[config.mk]
export PLATFORM = sky130hd
export DESIGN_NAME = mem_arbiter
export DESIGN_NICKNAME = d
export VERILOG_FILES = /design/src/rtl/mem_arbiter_pkg.sv /design/src/rtl/mem_arbiter_rr_arb2.sv /design/src/rtl/mem_arbiter.sv
export SDC_FILE = /design/constraint.sdc
export NUM_CORES = 1
export LEC_CHECK = 0
export ABC_AREA = 1
export CORE_AREA = 2 2 335 337
export CTS_CLUSTER_SIZE = 12
export DETAILED_ROUTE_END_ITERATION = 8
export DIE_AREA = 0 0 337 339
export SYNTH_ARGS = -nofsm -noshare
export SYNTH_HDL_FRONTEND = slang
export SYNTH_HIERARCHICAL = 1
export SYNTH_SLANG_ARGS = --single-unit
[constraint.sdc]
create_clock -name clk -period 2.1 [get_ports clk]
set_input_delay 0.63 -clock clk [delete_from_list [all_inputs] [get_ports clk]]
set_output_delay 0.63 -clock clk [all_outputs]
set_load 0.02 [all_outputs]
[src/rtl/mem_arbiter_pkg.sv]
// Shared definitions for the I/D cache memory arbiter and the caches that connect to it.
package mem_arbiter_pkg;

  localparam int ADDR_W = 28;
  localparam int DATA_W = 128;

  localparam int PORT_I = 0;
  localparam int PORT_D = 1;

  typedef enum logic [1:0] {
    ST_IDLE    = 2'd0,
    ST_GNT_I   = 2'd1,
    ST_GNT_D   = 2'd2,
    ST_RELEASE = 2'd3
  } arb_state_e;

  function automatic logic is_req(input logic rd, input logic wr);
    return rd | wr;
  endfunction

endpackage

[src/rtl/mem_arbiter_rr_arb2.sv]
// Two-requester round-robin picker: on a tie the port that was not served last wins.
module rr_arb2
  import mem_arbiter_pkg::*;
(
  input  logic [1:0] req,
  input  logic       last_gnt,
  output logic [1:0] gnt
);

  always_comb begin
    gnt = 2'b00;
    if (req[PORT_I] && req[PORT_D]) begin
      if (last_gnt == 1'(PORT_D)) gnt[PORT_I] = 1'b1;
      else                        gnt[PORT_D] = 1'b1;
    end else if (req[PORT_I]) begin
      gnt[PORT_I] = 1'b1;
    end else if (req[PORT_D]) begin
      gnt[PORT_D] = 1'b1;
    end
  end

endmodule

[src/rtl/mem_arbiter.sv]
// Shares one line-wide memory interface between the I-cache and D-cache, one whole
// transaction at a time, with round-robin priority and a one-cycle release gap.
//
//   state      | meaning
//   -----------+--------------------------------------------------------------
//   ST_IDLE    | no owner; arbitrate between pending requests
//   ST_GNT_I   | port I owns memory until mem_ready
//   ST_GNT_D   | port D owns memory until mem_ready
//   ST_RELEASE | swallow the requesting cache's one-cycle tail after ready
module mem_arbiter
  import mem_arbiter_pkg::*;
(
  input  logic              clk,
  input  logic              proc_reset_n,
  input  logic              i_read,
  input  logic              i_write,
  input  logic [ADDR_W-1:0] i_addr,
  input  logic [DATA_W-1:0] i_wdata,
  output logic [DATA_W-1:0] i_rdata,
  output logic              i_ready,
  input  logic              d_read,
  input  logic              d_write,
  input  logic [ADDR_W-1:0] d_addr,
  input  logic [DATA_W-1:0] d_wdata,
  output logic [DATA_W-1:0] d_rdata,
  output logic              d_ready,
  output logic              mem_read,
  output logic              mem_write,
  output logic [ADDR_W-1:0] mem_addr,
  output logic [DATA_W-1:0] mem_wdata,
  input  logic [DATA_W-1:0] mem_rdata,
  input  logic              mem_ready,
  output logic              proto_err
);

  arb_state_e state_q, state_d;
  logic       last_gnt_q, last_gnt_d;
  logic       proto_err_q, proto_err_d;

  logic [1:0] req;
  logic [1:0] gnt;

  logic              gnt_active;
  logic              sel_d;
  logic              sel_read;
  logic              sel_write;
  logic [ADDR_W-1:0] sel_addr;
  logic [DATA_W-1:0] sel_wdata;

  assign req[PORT_I] = is_req(i_read, i_write);
  assign req[PORT_D] = is_req(d_read, d_write);

  rr_arb2 u_rr_arb2 (
    .req      (req),
    .last_gnt (last_gnt_q),
    .gnt      (gnt)
  );

  // Read data is broadcast; only the owner's ready qualifies it.
  assign i_rdata   = mem_rdata;
  assign d_rdata   = mem_rdata;
  assign proto_err = proto_err_q;

  always_comb begin
    gnt_active = (state_q == ST_GNT_I) || (state_q == ST_GNT_D);
    sel_d      = (state_q == ST_GNT_D);
    sel_read   = sel_d ? d_read  : i_read;
    sel_write  = sel_d ? d_write : i_write;
    sel_addr   = sel_d ? d_addr  : i_addr;
    sel_wdata  = sel_d ? d_wdata : i_wdata;
  end

  always_comb begin
    state_d     = state_q;
    last_gnt_d  = last_gnt_q;
    proto_err_d = proto_err_q;
    mem_read    = 1'b0;
    mem_write   = 1'b0;
    mem_addr    = '0;
    mem_wdata   = '0;
    i_ready     = 1'b0;
    d_ready     = 1'b0;

    case (state_q)
      ST_IDLE: begin
        if (gnt[PORT_I])      state_d = ST_GNT_I;
        else if (gnt[PORT_D]) state_d = ST_GNT_D;
      end

      ST_GNT_I, ST_GNT_D: begin
        // A dropped request zeroes the bus but keeps the grant; memory is never aborted.
        if (sel_read || sel_write) begin
          mem_write = sel_write;
          mem_read  = sel_read & ~sel_write;
          mem_addr  = sel_addr;
          mem_wdata = sel_wdata;
        end
        if (sel_read && sel_write) proto_err_d = 1'b1;
        if (mem_ready) begin
          i_ready    = ~sel_d;
          d_ready    = sel_d;
          last_gnt_d = sel_d ? 1'(PORT_D) : 1'(PORT_I);
          state_d    = ST_RELEASE;
        end
      end

      ST_RELEASE: state_d = ST_IDLE;

      default: state_d = ST_IDLE;
    endcase

    if (!gnt_active) begin
      mem_read  = 1'b0;
      mem_write = 1'b0;
    end
  end

  always_ff @(posedge clk or negedge proc_reset_n) begin
    if (!proc_reset_n) begin
      state_q     <= ST_IDLE;
      last_gnt_q  <= 1'(PORT_D);
      proto_err_q <= 1'b0;
    end else begin
      state_q     <= state_d;
      last_gnt_q  <= last_gnt_d;
      proto_err_q <= proto_err_d;
    end
  end

endmodule

==> results.json <==
{
  "result_of_the_run": "finished with violations",
  "violations": "setup timing",
  "cts.path.max_buffers": 2,
  "post-route-worst-setup-slack_ps": -678,
  "final_core_util_pct": 12.6,
  "combinationalPowerShare_pct": 98.2,
  "tritoncts_clock_tree": "done",
  "max_clock_freq_ghz": 0.360,
  "seq_area_frac_synth_pct": 1.81,
  "layout_common_cells": "552 x nand2_1, 314 x clkdlybuf4s50_1, 141 x buf_6, 115 x nor2_4, 82 x nand2_2",
  "internal_power_w": 0.0114,
  "net-switching-power_w": 0.0139,
  "drive_gt1_share_pct": 39.2,
  "critical_path.endpoint_type": "output pin",
  "synth.top_cell.area_share_pct": 43.5,
  "syn-cell-area_mm2": 0.00560,
  "tightestPinTransition_ps": 306,
  "synth-seq-cells": 4,
  "holdPathStages": 2,
  "grt_pass1_wl_um": 84600,
  "clkLatencyLatePin_ps": 230,
  "fin_nets": 1918,
  "grt_max_degree": 40,
  "rows": 122,
  "synth_cell_type_count": 17,
  "max_slew_margin_pct": 79.5,
  "drt-initial-drc-count": 360,
  "timing.critical_path.required_ps": 1470,
  "ys_top_cells_by_area": "nand2_1 44%, buf_4 38%, nor2_1 11%",
  "syn_to_final_growth_pct": 149,
  "detail_route.wl_per_cell_um": 24.3,
  "worstPathMaxFanout": 6,
  "post_synth_inst_count": 1161,
  "global_route.overflow_total": 0,
  "post-place-ws_ps": -1050,
  "detail_route.vias_per_cell": 2.81,
  "first_global_vias": 7945,
  "synth_largest_area_cell": "nand2_1",
  "timing.final.setup_violations": 159,
  "timing.hold.ws_ps": 464,
  "vias": 8319,
  "firstDrtPassIters": 5,
  "crit_path_start_kind": "register",
  "numPortBuffers": 479,
  "syn-mean-instance-area_um2": 4.82,
  "switching_share_pct": 55.0,
  "synth_edf_count": 0,
  "final.min_clock_period_ps": 2780,
  "worst_setup_hold_path_clk_slew_ps": 40,
  "power.density_mw_per_mm2": 1810,
  "clockRootBuffer": "clkbuf_16",
  "worst_r2r_path_depth": 10,
  "cts_hold_buffers": 0,
  "global_route.usage.total_pct": 11.6,
  "floorplan.initialDensity_pct": 5.07,
  "drcViolationCount": 0,
  "detail-route-antenna-nets": 0,
  "mappedNetlistNets": 1612,
  "hold_path.class": "register to register",
  "clock_power_share_pct": 1.2,
  "worst_ep_arrival_ps": 2150,
  "route.final.wire_length_um": 72100,
  "timing_max_transition_violations_final": 0,
  "globalplace.congestion": 0.854,
  "p_seq_share_pct": 0.5,
  "die_height_um": 339,
  "core_area_mm2": 0.110,
  "numCtsBuffers": 3,
  "max_cap_viol_count": 0,
  "synthFlopType": "dfrtp_1",
  "mostFrequentLayoutCell": "nand2_1",
  "final_min_period_over_clock_period_pct": 132,
  "dp_hpwl_um": 60600,
  "fin_skew_ps": 7.45,
  "boundaryPins": 864,
  "setup_repair_after_global_routing_missed_its_margin": "yes",
  "worst_ir_drop_vdd_mv": 0.570,
  "die-area_mm2": 0.114,
  "setup_total_negative_slack_ps": -89630,
  "filler_cell_count": 12800,
  "cts_num_sinks": 4,
  "hold_viol": 0,
  "p_leak_nw": 5.78,
  "die_x_um": 337,
  "htree_num_levels": 1,
  "grt_antenna_before_repair": 31,
  "timing.setup.critical_path_class": "register to output pin",
  "ys.warnings.count": 6,
  "async_flop_share_pct": 100
}
layer usage:
metal | share of wire, % | vias to the layer above | global-route usage, %
li1 | - | 3793 | -
met1 | 36 | 3706 | 12.3
met2 | 44 | 677 | 18.3
met3 | 17 | 109 | 8.74
met4 | 2.4 | 34 | 2.45
met5 | 0.39 | - | 0.383
cell families after synthesis:
group	count (synthesis)	synth area share [%]
compound gates	3	0.313
fa+ha+maj	4	0.894
buf+inv	335	42.1
flops	4	1.81
simple gates	815	54.9
area by class of cell:
| cell class | count | area [um2] | share of cell area (%) |
|---|---|---|---|
| timing repair buffer | 627 | 7400 | 53.0 |
| clock buffer | 4 | 78.8 | 0.565 |
| tap | 1488 | 1860 | 13.3 |
| sequential | 4 | 101 | 0.726 |
| multi-input combinational | 822 | 4450 | 31.9 |
| antenna | 7 | 17.5 | 0.126 |
| inverter | 9 | 46.3 | 0.332 |
flip-flops by register name, summed over array words and instances (netlist names):
signal / count
state_q: 2
proto_err: 1
last_gnt_q: 1
stage by stage:
step | total power [W] | cell area [um2] | cells
finish | 0.0253 | 14000 | 2961
global route | 0.0270 | 13900 | 2958
CTS | 0.0236 | 13100 | 2920
detailed placement | 0.0186 | 11200 | 2856
global placement | 0.0185 | 11200 | 2856
floorplan | 0.0100 | 6330 | 1161
cell usage after synthesis, types with 2 or more instances:
master	count
dfrtp_1	3
nor2_1	159
clkbuf_1	20
inv_1	8
ha_1	4
buf_2	22
or2_2	2
nand2_1	649
buf_4	283
nand3_1	4
timing repair:
item,in CTS,in global routing
buffers inserted,44,33
setup endpoints to repair,160,160
cloned,16,8
resized for setup,549,178
pin swaps,20,32
power groups by stage:
| stage | logic, W | clock network [W] | registers, W |
|---|---|---|---|
| after global placement | 0.0184 | 0 | 0.000132 |
| after detailed placement | 0.0184 | 0 | 0.000133 |
| final | 0.0249 | 0.000315 | 0.000133 |
| after floorplan | 0.00989 | 0 | 0.000129 |
| after CTS | 0.0231 | 0.000317 | 0.000132 |
| after global routing | 0.0265 | 0.000325 | 0.000138 |
path summary, 6_finish.rpt:
check,from,end,slack [ps]
worst max-delay path,state_q[0],mem_wdata[44],-680
worst min-delay path,proto_err,proto_err,460
worst max register to register,state_q[1],state_q[0],300
worst min register to register,proto_err,proto_err,460
max in group asynchronous,proc_reset_n,last_gnt_q,1210
min in group asynchronous,proc_reset_n,state_q[0],620
worst max-delay path, stage by stage, from the launching register on:
cell and delay [ps]:
dfrtp_1 360, inv_2 60, ha_4 160, buf_12 140, inv_12 70, nand2_4 60
nand2_4 70, nor2_4 50, buf_12 130, buf_12 130, buf_16 140, buf_12 140
buf_16 150, nor2_4 100, buf_6 140
No activity file was read; power rests on OpenSTA's default activity.
